==> src/rtl/hazard_stall_controller.sv <==
// rtl/hazard_stall_controller.sv - load-use, MUL/DIV and branch hazard sequencing with stall counter
module hazard_stall_controller #(
  parameter int MULDIV_CYCLES = 4,
  parameter int CNT_W         = 32
) (
  input  logic             clk,
  input  logic             rst,
  input  logic [4:0]       rs1_id,
  input  logic [4:0]       rs2_id,
  input  logic             rs1_used_id,
  input  logic             rs2_used_id,
  input  logic [4:0]       rd_ex,
  input  logic             mem_read_ex,
  input  logic             muldiv_ex,
  input  logic             branch_taken_ex,
  input  logic             stall_cnt_clr,
  output logic             stall_if,
  output logic             stall_id,
  output logic             stall_ex,
  output logic             bubble_ex,
  output logic             flush_id,
  output logic             bubble_mem,
  output logic             muldiv_done,
  output logic             muldiv_busy,
  output logic [CNT_W-1:0] stall_cycles
);

  // The start cycle counts as the first frozen cycle, and BUSY exits after
  // seeing cnt==0, so BUSY lasts MULDIV_CYCLES-1 cycles.
  localparam logic [7:0] CNT_INIT = 8'(MULDIV_CYCLES - 2);

  typedef enum logic [1:0] {
    IDLE = 2'd0,
    BUSY = 2'd1,
    DONE = 2'd2
  } state_t;

  state_t           state;
  logic [7:0]       cnt;
  logic             busy_q;
  logic [CNT_W-1:0] stall_cnt_q;

  logic load_use;
  logic start;
  logic freeze;
  logic branch_act;
  logic load_stall;
  logic stall_front;

  // Hazard detection and priority resolution: freeze > branch > load-use.
  always_comb begin
    load_use    = 1'b0;
    start       = 1'b0;
    freeze      = 1'b0;
    branch_act  = 1'b0;
    load_stall  = 1'b0;
    stall_front = 1'b0;

    load_use = mem_read_ex && (rd_ex != 5'd0) &&
               ((rs1_used_id && (rd_ex == rs1_id)) ||
                (rs2_used_id && (rd_ex == rs2_id)));

    // muldiv_ex in DONE is the finishing instruction itself, so only IDLE starts.
    start  = (state == IDLE) && muldiv_ex;
    freeze = start || (state == BUSY);

    // A taken branch kills the ID instruction, so its load-use is moot.
    branch_act = !freeze && branch_taken_ex;
    load_stall = !freeze && !branch_taken_ex && load_use;

    stall_front = freeze || load_stall;
  end

  // Output drive; everything is forced low while reset is asserted.
  always_comb begin
    stall_if     = 1'b0;
    stall_id     = 1'b0;
    stall_ex     = 1'b0;
    bubble_ex    = 1'b0;
    flush_id     = 1'b0;
    bubble_mem   = 1'b0;
    muldiv_done  = 1'b0;
    muldiv_busy  = 1'b0;
    stall_cycles = '0;
    if (!rst) begin
      stall_if     = stall_front;
      stall_id     = stall_front;
      stall_ex     = freeze;
      bubble_ex    = branch_act || load_stall;
      flush_id     = branch_act;
      bubble_mem   = freeze;
      muldiv_done  = (state == DONE);
      muldiv_busy  = busy_q;
      stall_cycles = stall_cnt_q;
    end
  end

  // MUL/DIV occupancy FSM with its 8-bit down-counter and registered busy flag.
  always_ff @(posedge clk) begin
    if (rst) begin
      state  <= IDLE;
      cnt    <= 8'd0;
      busy_q <= 1'b0;
    end else begin
      case (state)
        IDLE: begin
          if (muldiv_ex) begin
            state  <= BUSY;
            cnt    <= CNT_INIT;
            busy_q <= 1'b1;
          end
        end
        BUSY: begin
          if (cnt == 8'd0) begin
            state  <= DONE;
            busy_q <= 1'b0;
          end else begin
            cnt <= cnt - 8'd1;
          end
        end
        DONE: begin
          state  <= IDLE;
          busy_q <= 1'b0;
        end
        default: begin
          state  <= IDLE;
          cnt    <= 8'd0;
          busy_q <= 1'b0;
        end
      endcase
    end
  end

  // Saturating count of cycles in which the PC was held; clear beats increment.
  always_ff @(posedge clk) begin
    if (rst) begin
      stall_cnt_q <= '0;
    end else if (stall_cnt_clr) begin
      stall_cnt_q <= '0;
    end else if (stall_front && !(&stall_cnt_q)) begin
      stall_cnt_q <= stall_cnt_q + {{(CNT_W-1){1'b0}}, 1'b1};
    end
  end

endmodule
==> config.mk <==
export PLATFORM = sky130hd
export DESIGN_NAME = hazard_stall_controller
export DESIGN_NICKNAME = d
export VERILOG_FILES = /design/src/rtl/hazard_stall_controller.sv
export SDC_FILE = /design/constraint.sdc
export NUM_CORES = 1
export LEC_CHECK = 0
export ABC_AREA = 1
export CAP_MARGIN = 20
export CORE_ASPECT_RATIO = 0.7
export CORE_MARGIN = 5
export CORE_UTILIZATION = 56
export DETAILED_ROUTE_END_ITERATION = 6
export GPL_TIMING_DRIVEN = 0
export PLACE_DENSITY = 0.83
export SYNTH_ARGS = -nofsm -noshare
export SYNTH_HDL_FRONTEND = slang
export SYNTH_SLANG_ARGS = --single-unit
==> constraint.sdc <==
create_clock -name clk -period 4 [get_ports clk]
set_input_delay 0.8 -clock clk [delete_from_list [all_inputs] [get_ports clk]]
set_output_delay 0.8 -clock clk [all_outputs]
set_load 0.05 [all_outputs]
==> qor.yml <==
share_of_yosys_cell_area_claimed_by_the_top_area_cell_type: 0.2835
power.internal_mw: 0.7150
cp_data_required_time_ns: 3.20
grt_setup_unrepaired: "false"
drive_gt1_frac: 0.09651
clock_latency_ns: 0.30
cts_inserted_buffers: 5
grt_pass1_wl_microns: 13860
worst_setup_path_start_kind: "input port"
wire_per_inst_microns: 11.58
fin_nets: 625
tightest_pin_transition_ns: 0.5192
layout_min_cycle_time_ns: 3.775
total_leakage_power_nw: 1.627
slew-limit-headroom: 0.6528
report.final.setup_viol: 0
tritoncts: "yes"
finalCritPeriodShare: 0.9439
grt_remaining_overflow: 0
synthAdderAreaFrac: 0.008241
muxShareOfSynthArea: 0
htree_levels: 2
drt_iter0_drc: 224
vias: 3350
timing.max_cap.violations: 0
io_pins: 63
cts.hold.buffers_added: 0
route.top_layer_used: "met4"
synth_xor_area_frac: 0.002884
first_pass_iters: 5
utilization: 0.7270
post-dp-hpwl_microns: 6064
number_of_flops_mapped_to_enable_cells_by_yosys: 0
clock.fmax_mhz: 264.9
peakVddDrop_mv: 0.3075
share_clk_of_total_power: 0.245
cts_root_buffer: "clkbuf_8"
cts.sinks: 43
synth_area_leaders: "dfxtp_1, nand2_1, nor2_1"
layout_commonest_cell: "nand2_1"
arrival_ns: 2.98
result_of_the_run: "finished, final reports clean"
p_sw_frac: 0.3777
detailroute.wirelength.met2_microns: 3450
combinational_family_with_the_most_area_after_synthesis: "simple AND/OR/NAND/NOR gates"
grt_pass1_vias: 3156
clock_path_buffers: 2
finalHoldViolCount: 0
synth_sequential_area_ratio: 0.2835
power_per_cell_area_nw_per_um2: 300.6
synth-simple-area-share: 0.4685
synth_unique_cells: 26
p_switching_mw: 0.4339
power.share.sequential: 0.421
post_cts.repair.setup_buffers: 0
io_buffers: 61
area_growth_pct: 25.88
core_area_sq_um: 5258
clock_slew_at_reported_path_ffs_ns: 0.08
placementRows: 22
fillCellCount: 467
n_antenna_cell: 0
vias_per_cell: 4.978
async_flop_share: 0
die_area_sq_um: 7019
grt_antenna_before_repair: 0
critical_path_capture_point_type: "output port"
postRouteWirelength_microns: 7796
path_max_fanout: 3
post_synth.cell_area_avg_sq_um: 5.708
hp-class: "reg2reg"
mappedNetlistNets: 557
most-common-layout-cells: "nand2_1, nor2_1, inv_1"
route.met3.wl_microns: 471
floorplan.initialDensity: 0.5776
gp_routability_congestion: 0.9088
tns_ns: 0
multi_input_area_sq_um: 1708
ys_warn_count: 0
post_synth_instance_area_sq_um: 3037
route.layer.met1.wl_microns: 3811
die_width_microns: 98.02
final_max_slew_viol_count: 0
synth_area_leader_cell: "dfxtp_1"
pin_count_of_the_biggest_net_entering_global_routing: 14
post_cts_resize_count: 0
synthCells: 532
final-seq-area_sq_um: 860.8
setup.worst_path.class: "in2out"
share_comb_of_total_power: 0.334
die_height_microns: 71.61
ffs_latches_synth: 43
route.detailed.drc: 0
synth_compound_area_frac: 0.08282
ant_nets: 0
synthFlopType: "dfxtp_1"
groute.usage.overall: 0.2342
fin_skew_ns: 0.008035
-- power by group through the flow --
stage | sequential, mW | combinational, mW | clock, mW
3_5_place_dp | 0.492 | 0.378 | 0
3_3_place_gp | 0.490 | 0.370 | 0
6_report | 0.483 | 0.384 | 0.282
5_1_grt | 0.486 | 0.436 | 0.304
4_1_cts | 0.482 | 0.380 | 0.288
2_1_floorplan | 0.486 | 0.278 | 0
-- metal layers --
metal  vias up  GRT usage
met4         0    0.05837
met3         8    0.03891
met1      1474     0.3242
li1       1764          -
met2       104     0.3831
met5         -          0
-- cells by family (layout without fill, tap and decap cells) --
kind of cell | after synthesis | in the layout
AOI/OAI and AO/OA | 48 | 48
and+or+nand+nor | 323 | 323
adders and majority gates | 2 | 2
DFF | 43 | 43
xor gates and xnor gates | 1 | 1
buffers and inverters | 115 | 184
-- cells in the mapped netlist, types with 4 or more instances --
library cell / count
a21oi_1: 36
buf_2: 8
clkbuf_1: 5
dfxtp_1: 43
inv_1: 83
inv_2: 14
nand2_1: 120
nand2_2: 4
nand3_1: 47
nand4_1: 4
nor2_1: 113
nor2_2: 10
nor3_1: 13
o21ai_0: 8
-- worst paths after layout --
| path | depth (start not counted) | from | slack (ns) | endpoint |
|---|---|---|---|---|
| worst max-delay path | 11 | rd_ex[0] | 0.22 | stall_if |
| worst max register to register | 11 | stall_cnt_q[1] | 2.09 | stall_cnt_q[31] |
| worst min register to register | 2 | cnt[1] | 0.50 | cnt[1] |
| worst min-delay path | 2 | cnt[1] | 0.50 | cnt[1] |
-- layout make-up --
cell class              instances  share of cell area
plain buffers                  18             0.02717
clock inverters                 2            0.003273
well taps                      72             0.02357
repair buffers                 61              0.1597
multi-input cells             374              0.4468
flip-flops and latches         43              0.2252
clock buffers                   6             0.01899
inverters                      97             0.09525
-- registers in the layout, indices dropped and copies added, names as in the netlist --
register     cells
stall_cnt_q     32
busy_q           1
state            2
cnt              8
-- per-stage QoR --
step / hold slack [ns] / instances / power, mW / setup WS [ns] / instance area, sq um
floorplan: 0.4442 / 532 / 0.7636 / 0.7606 / 3037
global placement: 0.4594 / 665 / 0.8596 / 0.2592 / 3737
detailed placement: 0.4753 / 665 / 0.8700 / 0.2362 / 3737
CTS: 0.4936 / 673 / 1.151 / 0.2372 / 3822
global route: 0.5188 / 673 / 1.226 / 0.03009 / 3822
finish: 0.4971 / 673 / 1.149 / 0.2246 / 3822
-- critical path, cell delays in order --
cell and delay (ns):
clkdlybuf4s50_1 0.52, inv_1 0.08, nand2_1 0.06, nand2_1 0.05, nor2_1 0.12, nand3_1 0.08, nand2_1 0.08, nand2_1 0.09
a21oi_1 0.18, buf_4 0.13, clkdlybuf4s50_1 0.79
Note: power is estimated with default switching activity, not from simulation.
==> RTL edit 1, RTL diff (same flow settings) <==
The parameter `CNT_W` goes from 32 to 16.
--- a/src/rtl/hazard_stall_controller.sv
+++ b/src/rtl/hazard_stall_controller.sv
@@ -2,5 +2,5 @@
 module hazard_stall_controller #(
   parameter int MULDIV_CYCLES = 4,
-  parameter int CNT_W         = 32
+  parameter int CNT_W         = 16
 ) (
   input  logic             clk,
Interface: changed (resized stall_cycles); port bits go from 63 to 47. No check against the original RTL was run, so the function may have changed too.
==> RTL edit 1 against the original RTL <==
Maximum frequency rose by 1.9%; routed wire length fell by 39%; synthesized area fell by 37%; sequential cell count fell by 16; cell count fell by 37%; power fell by 37%; combinational power fell by 32%; die area fell by 33%; setup slack improved by 71 ps; sequential share of layout area fell by 0.67 points; hold slack improved by 1.1 ps; design area fell by 35%; non-clock buffer count fell by 25; via count fell by 38%.
==> RTL edit 1: results (changes against the original RTL) <==
status complete, no violations; maxcap violations 0 (unchanged); Total GRT Usage 21.5% (-1.9 points); beginning of the critical path rd_ex[4]; Top Registers stall_cnt_q: 16 flops, cnt: 8 flops, state: 2 flops; global-route wire length before repair 8140 µm (-41%); top cells by area, synth dfxtp_1 (28%), nand2_1 (17%), nor2_1 (14%), inv_1 (11%), nand3_1 (6.5%); pin count of the biggest net entering global routing 16 (+2); Final Skew 3.27 ps (-4.76 ps); internal power 460 µW (-36%); Synth warnings 0 (unchanged); RR Startpoint cnt[0]; CTS sink count 27 (-37%); CTS H-tree lvls 1 (-1); Post-synth top cells nand2_1 (85), nor2_1 (70), inv_1 (57), dfxtp_1 (27), nand3_1 (25); Starting DRT DRC Count 118 (-47%); layout cell share with drive strength beyond 1 6.60% (-3.1 points); Netlist cell types 28 (+7.7%); Syn Nets 355 (-36%); Buffers on Ports 45 (-26%); CTS Root Cell clkbuf_8; Seq/Total Area, Yosys 28.2% (-0.13 points); Pre-antenna DRT Iters 4 (-1); WP data arrival 2900 ps (-80 ps); VDD IR-drop max 0.000248 V (-19%); hold path startpoint stall_cnt_q[5]; # Post-CTS Setup Buffers 0 (unchanged); WL/cell 11.1 µm (-4.0%); Final nets 405 (-35%); pre-CTS setup slack 207 ps (-29.6 ps); FILL cells 277 (-41%); worst slew pin tran 536 ps (+17.1 ps); worst-case reg-to-reg path depth 10 (-1); Leak Pwr 0.00120 µW (-27%); antenna fix cells 0 (unchanged); vias in the first global route 1,798 (-43%); clock buffer count from CTS 3 (-2); GP Congestion 0.881 (-3.1%); Clk pin slew, worst setup/hold paths 90 ps; Worst-Skew Late Latency 280 ps (-20 ps); Post-DP HPWL 3810 µm (-37%); ys async rst share 0% (unchanged); routed vias 2,081 (-38%)
RTL edit 1: cell type report:
cell class / instances / share of cell area [%]
Multi-Input combinational cell: 234 / 43.6
Sequential cell: 27 / 21.9
Timing Repair Buffer: 45 / 18.3
Inverter: 60 / 9.10
Buffer: 9 / 2.88
Tap cell: 47 / 2.38
Clock buffer: 3 / 1.67
Clock inverter: 1 / 0.202
RTL edit 1: logic make-up (layout without fill, tap and decap cells):
kind of cell               after synthesis  count (layout)  synth area share [%]
adders and majority gates                2               2                  1.31
AOI/OAI and AO/OA                       27              27                  7.77
xor gates and xnor gates                 2               2                 0.915
buffers and inverters                   69             118                  15.5
DFF                                     27              27                  28.2
and+or+nand+nor                        203             203                  46.3
RTL edit 1: path summary, 6_finish.rpt:
check	slack [ps]	end
max	300	stall_id
min	500	stall_cnt_q[5]
max reg2reg	2230	cnt[3]
min reg2reg	500	stall_cnt_q[5]
RTL edit 1: repair_timing:
item,CTS,global route
hold endpoints to repair,0,0
endpoints found under the setup margin,0,1
resized for setup,0,1
RTL edit 1: power groups by stage:
stage	registers [µW]	logic [µW]	clock network [µW]
detailed placement	311	258	0
floorplan	307	186	0
finish	306	260	159
global placement	310	252	0
global route	309	288	175
CTS	305	259	164
RTL edit 1: routing by layer:
layer  global-route usage, %  wire length, µm  vias up
met1                    31.7             2470      912
li1                        -                -     1100
met4                    4.34               17        0
met5                       0                0        -
met3                    4.28              323        2
met2                    32.4             1930       67
RTL edit 1: through the flow:
| stage | cell area [µm²] | utilization, % | instances |
|---|---|---|---|
| after CTS | 2470 | 76.9 | 426 |
| after global routing | 2470 | 77.0 | 426 |
| after detailed placement | 2420 | 75.5 | 422 |
| after floorplan | 1920 | - | 330 |
| after global placement | 2420 | 75.5 | 422 |
| final | 2470 | 77.0 | 426 |
RTL edit 1: critical path: stages:
cell	delay [ps]
clkdlybuf4s50_1	500
inv_1	80
nand2_1	60
nand2_1	50
nor2_1	140
nand3_1	100
nand2_1	80
nand2_2	70
a21oi_1	180
clkdlybuf4s50_1	830
==> RTL edit 2, RTL diff (same flow settings) <==
Without the edit above. Register the input `muldiv_ex` before use, cleared by the reset. The logic sees it one clock later. The other inputs are not delayed to match.
--- a/src/rtl/hazard_stall_controller.sv
+++ b/src/rtl/hazard_stall_controller.sv
@@ -36,4 +36,14 @@
   } state_t;
 
+  logic muldiv_ex_q;
+
+  always_ff @(posedge clk) begin
+    if (rst) begin
+      muldiv_ex_q <= '0;
+    end else begin
+      muldiv_ex_q <= muldiv_ex;
+    end
+  end
+
   state_t           state;
   logic [7:0]       cnt;
@@ -62,5 +72,5 @@
 
     // muldiv_ex in DONE is the finishing instruction itself, so only IDLE starts.
-    start  = (state == IDLE) && muldiv_ex;
+    start  = (state == IDLE) && muldiv_ex_q;
     freeze = start || (state == BUSY);
 
@@ -105,5 +115,5 @@
       case (state)
         IDLE: begin
-          if (muldiv_ex) begin
+          if (muldiv_ex_q) begin
             state  <= BUSY;
             cnt    <= CNT_INIT;
Formal check against the unedited RTL: not equivalent (Yosys sat finds a counterexample within 4 cycles, from zero or initial values and one cycle with rst high).
==> RTL edit 2 against the original RTL <==
Routed wire length grew 2.2%; setup slack gained 2.2 ps; clock skew grew 1.0 ps; maximum frequency is essentially flat; sequential cell count grew 1; via count grew 1.3%; critical path depth is the same; design area grew 1.1%; cell count grew 1.2%; power shrank 6.2%; synthesized area grew 0.45%; clock power grew 27%; die area grew 0.40%; critical path type unchanged.
==> RTL edit 2: results (changes against the original RTL) <==
status complete, no violations; Final Skew 9.06 ps (+1.03 ps); Post-synth top cells nand2_1 (136), nor2_1 (118), inv_1 (89), dfxtp_1 (44), nand3_1 (40); Adder-Cell Fraction of Synth Area 0.820% (-0.0037 points); routed vias 3,394 (+1.3%); Pre-antenna DRT Iters 4 (-1); Top Registers stall_cnt_q: 32 flops, cnt: 8 flops, state: 2 flops; worst slew pin tran 530 ps (+11.0 ps); PostCTS Resize Cnt 0 (unchanged); Via-to-Cell Ratio 4.98 (+0.12%); met1 GRT Util 33.3% (+0.87 points); Worst-Skew Late Latency 300 ps (about the same); Seq/Total Area, Yosys 28.9% (+0.53 points); CP max stage delay 790 ps (about the same); met2 track demand over resource 36.5% (-1.8 points); top cells by area, synth dfxtp_1 (29%), nand2_1 (17%), nor2_1 (15%), inv_1 (11%), nand3_1 (6.6%); global-route wire length before repair 13,600 µm (-2.0%); Avg Inst Size Synth 5.65 µm² (-1.0%); hold path startpoint cnt[2]; GP Congestion 0.890 (-2.1%); antenna fix cells 0 (unchanged); slowest stage cell on the critical path clkdlybuf4s50_1; CP max FO 4 (+1); Buffers on Ports 61 (unchanged); CTS H-tree lvls 2 (unchanged); pin count of the biggest net entering global routing 16 (+2); Netlist cell types 25 (-3.8%); GRT met3 Usage 3.89% (unchanged); Clk pin slew, worst setup/hold paths 90 ps; Starting DRT DRC Count 230 (+2.7%); max reg flops 32 (unchanged); compound-gate portion of the synthesized area 6.85% (-1.4 points); VDD IR-drop max 0.000157 V (-49%); multiplexer area fraction after synthesis 0% (unchanged); Leak Pwr 0.00168 µW (+3.2%); Routed met3 length 611 µm (+30%); area post-placement 3750 µm² (+0.37%); Total GRT Usage 22.9% (-0.49 points); M1 WL 3830 µm (+0.47%); Synth Flop Type dfxtp_1; Inst Count DP 673 (+1.2%); layout cell share with drive strength beyond 1 8.21% (-1.4 points); Syn Nets 565 (+1.4%); WP data arrival 2970 ps (about the same); vias in the first global route 3,000 (-4.9%); RR Startpoint stall_cnt_q[1]; xor/xnor share of the synthesized area 0.287% (-0.0013 points); final WL 7970 µm (+2.2%); antenna violations before repair 0 (unchanged); beginning of the critical path rd_ex[1]; Post-DP HPWL 6240 µm (+3.0%); Final nets 633 (+1.3%); routed wl met2 3480 µm (+0.72%); clock buffer count from CTS 5 (unchanged); Synth warnings 0 (unchanged); CTS Root Cell clkbuf_8; Max Root-Sink Buffers 2 (unchanged); ys async rst share 0% (unchanged); Min-Delay Path Class flop to flop
## RTL edit 2: changes by cell type in the layout (fill, tap and decap cells not counted), sizes merged, moves of 2 or more
cell / delta
nand3: -9
nand4: +3
a21oi: -6
nor3: +2
nor2: +2
nand2: +20
## RTL edit 2: cell type report
type	instances	area (µm²)
Clock inverter	3	46.3
Sequential cell	44	881
Clock buffer	5	68.8
Inverter	96	360
Multi-Input combinational cell	383	1700
Tap cell	72	90.1
Buffer	17	111
Fill cell	459	1390
Timing Repair Buffer	61	611
## RTL edit 2: worst max-delay path: cells and delay by family
family	cells	cell delay, ps
AOI/OAI and AO/OA	1	190
and+or+nand+nor	6	460
buffers and inverters	4	1540
## RTL edit 2: worst paths after layout
| kind | cells after the start | to | slack (ps) |
|---|---|---|---|
| min | 2 | cnt[2] | 490 |
| max | 11 | stall_if | 230 |
| min reg2reg | 2 | cnt[2] | 490 |
| max reg2reg | 11 | stall_cnt_q[16] | 2170 |
## RTL edit 2: through the flow
| stage | setup slack, ps | utilization, % |
|---|---|---|
| after floorplan | 833 | - |
| after global placement | 282 | 71.3 |
| after detailed placement | 220 | 71.3 |
| after CTS | 216 | 73.5 |
| after global routing | 85.5 | 73.5 |
| final | 227 | 73.5 |
## RTL edit 2: cell families after synthesis
kind of cell | after synthesis
AND/OR/NAND/NOR | 340
buffers and inverters | 113
flip-flops | 44
AO/OA/AOI/OAI | 40
adder cells (fa/ha/maj) | 2
XOR/XNOR | 1
## RTL edit 2: power breakdown
group	leakage (µW)	internal (µW)	switching, µW
Clock	0.0000548	188	170
Sequential	0.000356	455	11.4
Combinational	0.00127	90.8	162
